**src/rtl/sha256_msg_padder.sv**
```systemverilog
// SHA-256 message padder: packs 32-bit big-endian words into padded 512-bit blocks.
// Optional raw pass-through for pre-padded messages: define SHA256_PADDER_RAW_EN.
module sha256_msg_padder #(
  parameter int unsigned LEN_W = 64
) (
  input  logic         wb_clk_i,
  input  logic         wb_rst_i,
  input  logic [31:0]  in_data_i,
  input  logic [2:0]   in_bytes_i,
  input  logic         in_last_i,
  input  logic         in_valid_i,
`ifdef SHA256_PADDER_RAW_EN
  input  logic         raw_i,
`endif
  output logic         in_ready_o,
  output logic [511:0] blk_o,
  output logic         blk_first_o,
  output logic         blk_last_o,
  output logic         blk_valid_o,
  input  logic         blk_ready_i
);

  localparam int unsigned WORDS  = 16;
  localparam int unsigned WORD_W = 32;

  typedef enum logic [1:0] {
    FILL       = 2'd0,
    EMIT_DATA  = 2'd1,
    EMIT_OVF   = 2'd2,
    EMIT_FINAL = 2'd3
  } state_t;

  state_t              state_q, state_d;
  logic [3:0]          wr_idx_q, wr_idx_d;
  logic [LEN_W-1:0]    len_q, len_d, len_inc;
  logic                first_q, first_d;
  logic                p64_q, p64_d;
  logic [WORD_W-1:0]   blk_buf_q [WORDS];
  logic [WORD_W-1:0]   blk_buf_d [WORDS];
  logic                valid_q, valid_d;
  logic                first_out_q, first_out_d;
  logic                last_q, last_d;
  logic                ready_q, ready_d;

  logic                accept;
  logic                raw_c;
  logic [2:0]          nb_c;
  logic [6:0]          pos_c;
  logic [63:0]         len_inc_ext;
  logic [63:0]         len_cur_ext;
  logic [WORD_W-1:0]   pad_word;

`ifdef SHA256_PADDER_RAW_EN
  assign raw_c = raw_i;
`else
  assign raw_c = 1'b0;
`endif

  // Next-state, buffer update and registered-output decode
  always_comb begin
    state_d     = state_q;
    wr_idx_d    = wr_idx_q;
    len_d       = len_q;
    first_d     = first_q;
    p64_d       = p64_q;
    blk_buf_d   = blk_buf_q;
    accept      = 1'b0;
    pad_word    = '0;

    nb_c        = (!in_last_i || in_bytes_i > 3'd4) ? 3'd4 : in_bytes_i;
    len_inc     = len_q + (LEN_W'(nb_c) << 3);
    len_inc_ext = 64'(len_inc);
    len_cur_ext = 64'(len_q);
    pos_c       = {1'b0, wr_idx_q, 2'b00} + 7'(nb_c);

    // Keep valid bytes, then the 0x80 marker, then zeros
    for (int j = 0; j < 4; j++) begin
      if (3'(j) < nb_c) begin
        pad_word[31-8*j -: 8] = in_data_i[31-8*j -: 8];
      end else if (3'(j) == nb_c) begin
        pad_word[31-8*j -: 8] = 8'h80;
      end
    end

    case (state_q)
      FILL: begin
        if (in_valid_i && ready_q) begin
          accept   = 1'b1;
          wr_idx_d = wr_idx_q + 4'd1;
          len_d    = len_inc;
          if (!in_last_i) begin
            blk_buf_d[wr_idx_q] = in_data_i;
            if (wr_idx_q == 4'd15) begin
              state_d = EMIT_DATA;
            end
          end else if (raw_c) begin
            for (int i = 0; i < WORDS; i++) begin
              if (4'(i) == wr_idx_q) begin
                blk_buf_d[i] = in_data_i;
              end else if (4'(i) > wr_idx_q) begin
                blk_buf_d[i] = '0;
              end
            end
            state_d = EMIT_FINAL;
          end else begin
            for (int i = 0; i < WORDS; i++) begin
              if (4'(i) == wr_idx_q) begin
                blk_buf_d[i] = pad_word;
              end else if (4'(i) > wr_idx_q) begin
                blk_buf_d[i] = (nb_c == 3'd4 && 5'(i) == 5'(wr_idx_q) + 5'd1) ?
                               32'h8000_0000 : '0;
              end
            end
            if (pos_c <= 7'd55) begin
              blk_buf_d[14] = len_inc_ext[63:32];
              blk_buf_d[15] = len_inc_ext[31:0];
              state_d       = EMIT_FINAL;
            end else begin
              p64_d   = (pos_c == 7'd64);
              state_d = EMIT_OVF;
            end
          end
        end
      end
      EMIT_DATA: begin
        if (blk_ready_i) begin
          state_d  = FILL;
          wr_idx_d = '0;
          first_d  = 1'b0;
        end
      end
      EMIT_OVF: begin
        // Marker spilled past the block (p = 64) lands at the head of the length block
        if (blk_ready_i) begin
          state_d = EMIT_FINAL;
          first_d = 1'b0;
          for (int i = 0; i < WORDS; i++) begin
            blk_buf_d[i] = '0;
          end
          blk_buf_d[0]  = p64_q ? 32'h8000_0000 : 32'h0;
          blk_buf_d[14] = len_cur_ext[63:32];
          blk_buf_d[15] = len_cur_ext[31:0];
        end
      end
      EMIT_FINAL: begin
        if (blk_ready_i) begin
          state_d  = FILL;
          wr_idx_d = '0;
          len_d    = '0;
          first_d  = 1'b1;
        end
      end
      default: state_d = FILL;
    endcase

    valid_d     = (state_d != FILL);
    first_out_d = valid_d && first_d;
    last_d      = (state_d == EMIT_FINAL);
    ready_d     = (state_d == FILL);
  end

  // State and datapath registers
  always_ff @(posedge wb_clk_i) begin
    if (wb_rst_i) begin
      state_q     <= FILL;
      wr_idx_q    <= '0;
      len_q       <= '0;
      first_q     <= 1'b1;
      p64_q       <= 1'b0;
      valid_q     <= 1'b0;
      first_out_q <= 1'b0;
      last_q      <= 1'b0;
      ready_q     <= 1'b0;
      for (int i = 0; i < WORDS; i++) begin
        blk_buf_q[i] <= '0;
      end
    end else begin
      state_q     <= state_d;
      wr_idx_q    <= wr_idx_d;
      len_q       <= len_d;
      first_q     <= first_d;
      p64_q       <= p64_d;
      valid_q     <= valid_d;
      first_out_q <= first_out_d;
      last_q      <= last_d;
      ready_q     <= ready_d;
      blk_buf_q   <= blk_buf_d;
    end
  end

  always_comb begin
    blk_o = '0;
    for (int i = 0; i < WORDS; i++) begin
      blk_o[511-32*i -: 32] = blk_buf_q[i];
    end
  end

  assign in_ready_o  = ready_q;
  assign blk_valid_o = valid_q;
  assign blk_first_o = first_out_q;
  assign blk_last_o  = last_q;

  logic unused_accept;
  assign unused_accept = accept;

endmodule

```
**config.mk**
```make
export PLATFORM = sky130hd
export DESIGN_NAME = sha256_msg_padder
export DESIGN_NICKNAME = d
export VERILOG_FILES = /design/src/rtl/sha256_msg_padder.sv
export SDC_FILE = /design/constraint.sdc
export NUM_CORES = 1
export LEC_CHECK = 0
export ABC_AREA = 1
export ABC_CLOCK_PERIOD_IN_PS = 4100
export CORE_MARGIN = 2
export CORE_UTILIZATION = 40
export DETAILED_ROUTE_END_ITERATION = 7
export PLACE_DENSITY = 0.72
export SLEW_MARGIN = 20
export SYNTH_ARGS = -nofsm -noshare
export SYNTH_HDL_FRONTEND = slang
export SYNTH_SLANG_ARGS = --single-unit
```
**constraint.sdc**
```tcl
create_clock -name wb_clk_i -period 4.1 [get_ports wb_clk_i]
set_clock_uncertainty 0.1 [all_clocks]
set_input_delay 0.82 -clock wb_clk_i [delete_from_list [all_inputs] [get_ports wb_clk_i]]
set_output_delay 0.82 -clock wb_clk_i [all_outputs]
set_load 0.005 [all_outputs]
```
==> impl_metrics.json <==
{
  "viasPerCell": 5.63,
  "drv_cap": 0,
  "critPathRequiredTime_ns": 4.55,
  "antenna_found_initial": 3,
  "layout_min_cycle_time_ns": 3.44,
  "synth_edf_count": 0,
  "htree_levels": 3,
  "cts_made_buffers": 66,
  "cpPeakStageDelay_ns": 0.52,
  "first_pass_iters": 7,
  "worstPathMaxFanout": 14,
  "slowest_stage": "o21ai_2",
  "cts.clk_slew.worst_paths_ns": 0.06,
  "io_buffers": 555,
  "synth.distinct_cells": 60,
  "cts_tree": "built",
  "syn_area_um2": 25900,
  "tightest_slew_ns": 1.11,
  "post_drt_wl_per_cell_um": 25.9,
  "highest_layer": "met5",
  "leakage_nw": 12.6,
  "fmax_mhz": 291,
  "r2r_cells": 13,
  "critPathArrivalTime_ns": 3.88,
  "synthToLayoutAreaGrowth_pct": 34.7,
  "drc_errors": 0,
  "cp_common_cell": "inv_1",
  "ys_warn_count": 0,
  "yosysTopAreaCellShare": 0.453,
  "start_util": 0.403,
  "row_count": 93,
  "slew_headroom": 0.261,
  "layout_common_cells": "nand2_1 (1104), dfxtp_1 (585), a21oi_1 (563), clkdlybuf4s50_1 (554), nor2_1 (252)",
  "synth_nets": 3688,
  "syn-instance-count": 3634,
  "whs_path_depth": 2,
  "hpwl_um": 94100,
  "post_cts_buffers": 0,
  "cts_sinks": 585,
  "yosys.area.top_type": "dfxtp_1",
  "grt.overflow.total": 0,
  "clock-root-buffer": "clkbuf_16",
  "synth.area.top_cells": "dfxtp_1 (45%), nand2_1 (16%), a21oi_1 (11%), nor2_1 (3.8%), nand3_1 (3.0%)",
  "final_common_cell": "nand2_1",
  "nets": 4210,
  "ys_seq_area_frac": 0.453,
  "wl_met3_um": 14900,
  "totalPowerFinal_mw": 20.7,
  "grt_pass1_vias": 26600,
  "grt_max_degree": 209,
  "drv_slew": 0,
  "power.density_nw_per_um2": 593,
  "drive_gt1_frac": 0.0866,
  "drtIter0Drc": 3459,
  "dp_slack_ns": 0.108,
  "path_class": "reg2reg",
  "start_kind": "flop",
  "synthFlopType": "dfxtp_1",
  "gp_congestion": 1.04,
  "peakVddDrop_uv": 348,
  "insertion_delay_ns": 0.64,
  "tns_ns": 0,
  "io_pins": 556,
  "finalHoldViolCount": 0,
  "path_cells": "inv_1, ha_1, o21ai_2, a21oi_4, inv_2, buf_4, nor2_1, inv_1, nand2_1, inv_1, buf_4, nand2_1, a21oi_1",
  "worstSetupEndpointType": "flop",
  "antenna_left": 0,
  "multi_input_area_um2": 12200,
  "outcome": "finished clean",
  "wl_um": 131000,
  "setup_violations": 0,
  "clock_path_buffers": 3,
  "postCtsResizedCells": 0,
  "die_y_um": 258,
  "synth-seq-cells": 585,
  "ctsHoldBuffers": 0,
  "async_reset_ff_frac": 0,
  "wl_met1_um": 52100,
  "min_period_over_period": 0.838,
  "die_w_um": 258,
  "seqCellArea_um2": 11700,
  "final_area_um2": 34900,
  "grt_usage": 0.380,
  "core_area_um2": 64200,
  "fin_ws_ns": 0.663,
  "rsz0062_at_grt": "false",
  "placed_area_um2": 32700,
  "grt_first_pass_wirelength_um": 187000,
  "holdWs_ns": 0.363,
  "fillers": 6206,
  "vias": 28500,
  "dr_wl_met2_um": 56000,
  "die_area_um2": 66700,
  "syn_avg_cell_area_um2": 7.12,
  "hp-class": "reg2reg"
}
-- cells in the mapped netlist, drive strengths merged (9+ instances only) --
cell type and n:
a21oi 570, inv 224, nand3 156, a22oi 45
o211ai 15, xnor2 10, nor3 53, xor2 39
nand4 29, buf 105, clkbuf 139, nand2 1121
a31oi 24, ha 14, nor2 287, dfxtp 585
a221oi 9, o21ai 160
-- kinds of logic after synthesis --
kind of cell | share of synthesized area
buf+inv | 0.0769
fa+ha+maj | 0.00677
compound gates | 0.180
xor+xnor | 0.0166
simple gates | 0.267
flops | 0.453
-- sequential cells by signal (all words and copies together) (netlist names) --
register     flops
blk_valid_o      1
blk_first_o      1
first_q          1
p64_q            1
len_cur_ext     61
in_ready_o       1
blk_last_o       1
wr_idx_q         4
blk_o          512
state_q          2
-- worst max-delay path: cells and delay by family (launching register included) --
kind / cells / cell delay [ns]
DFF: 1 / 0.44
buffers and inverters: 6 / 1.44
AOI/OAI and AO/OA: 3 / 0.73
and+or+nand+nor: 3 / 0.22
adders and majority gates: 1 / 0.39
-- stage by stage --
stage               instances  utilization
global route             5057        0.543
detailed placement       4943        0.509
global placement         4943        0.509
finish                   5059        0.543
floorplan                3634            -
CTS                      5057        0.543
-- final timing paths --
| path | from | to | slack (ns) |
|---|---|---|---|
| max reg2reg | state_q[0] | blk_o[102] | 0.66 |
| min | blk_o[489] | blk_o[489] | 0.36 |
| min reg2reg | blk_o[489] | blk_o[489] | 0.36 |
| max | state_q[0] | blk_o[102] | 0.66 |
-- routing by layer --
metal,track usage,vias up
met3,0.0987,348
met1,0.496,13500
li1,-,12900
met4,0.210,6
met2,0.571,1694
met5,0,-
-- power breakdown --
part           switching (mW)  leakage [nW]  total, mW  internal, mW
clock                    2.62          1.06       6.08          3.46
combinational            5.24          6.78       7.76          2.53
sequential              0.447          4.73       6.83          6.39
-- area by class of cell --
class | count | area share
timing repair buffer | 698 | 0.195
clock inverter | 26 | 0.00926
sequential | 585 | 0.336
inverter | 226 | 0.0250
tap | 855 | 0.0307
antenna | 2 | 0.000144
multi-input combinational | 2579 | 0.351
clock buffer | 88 | 0.0529
Power figures use the tool's default switching activity.
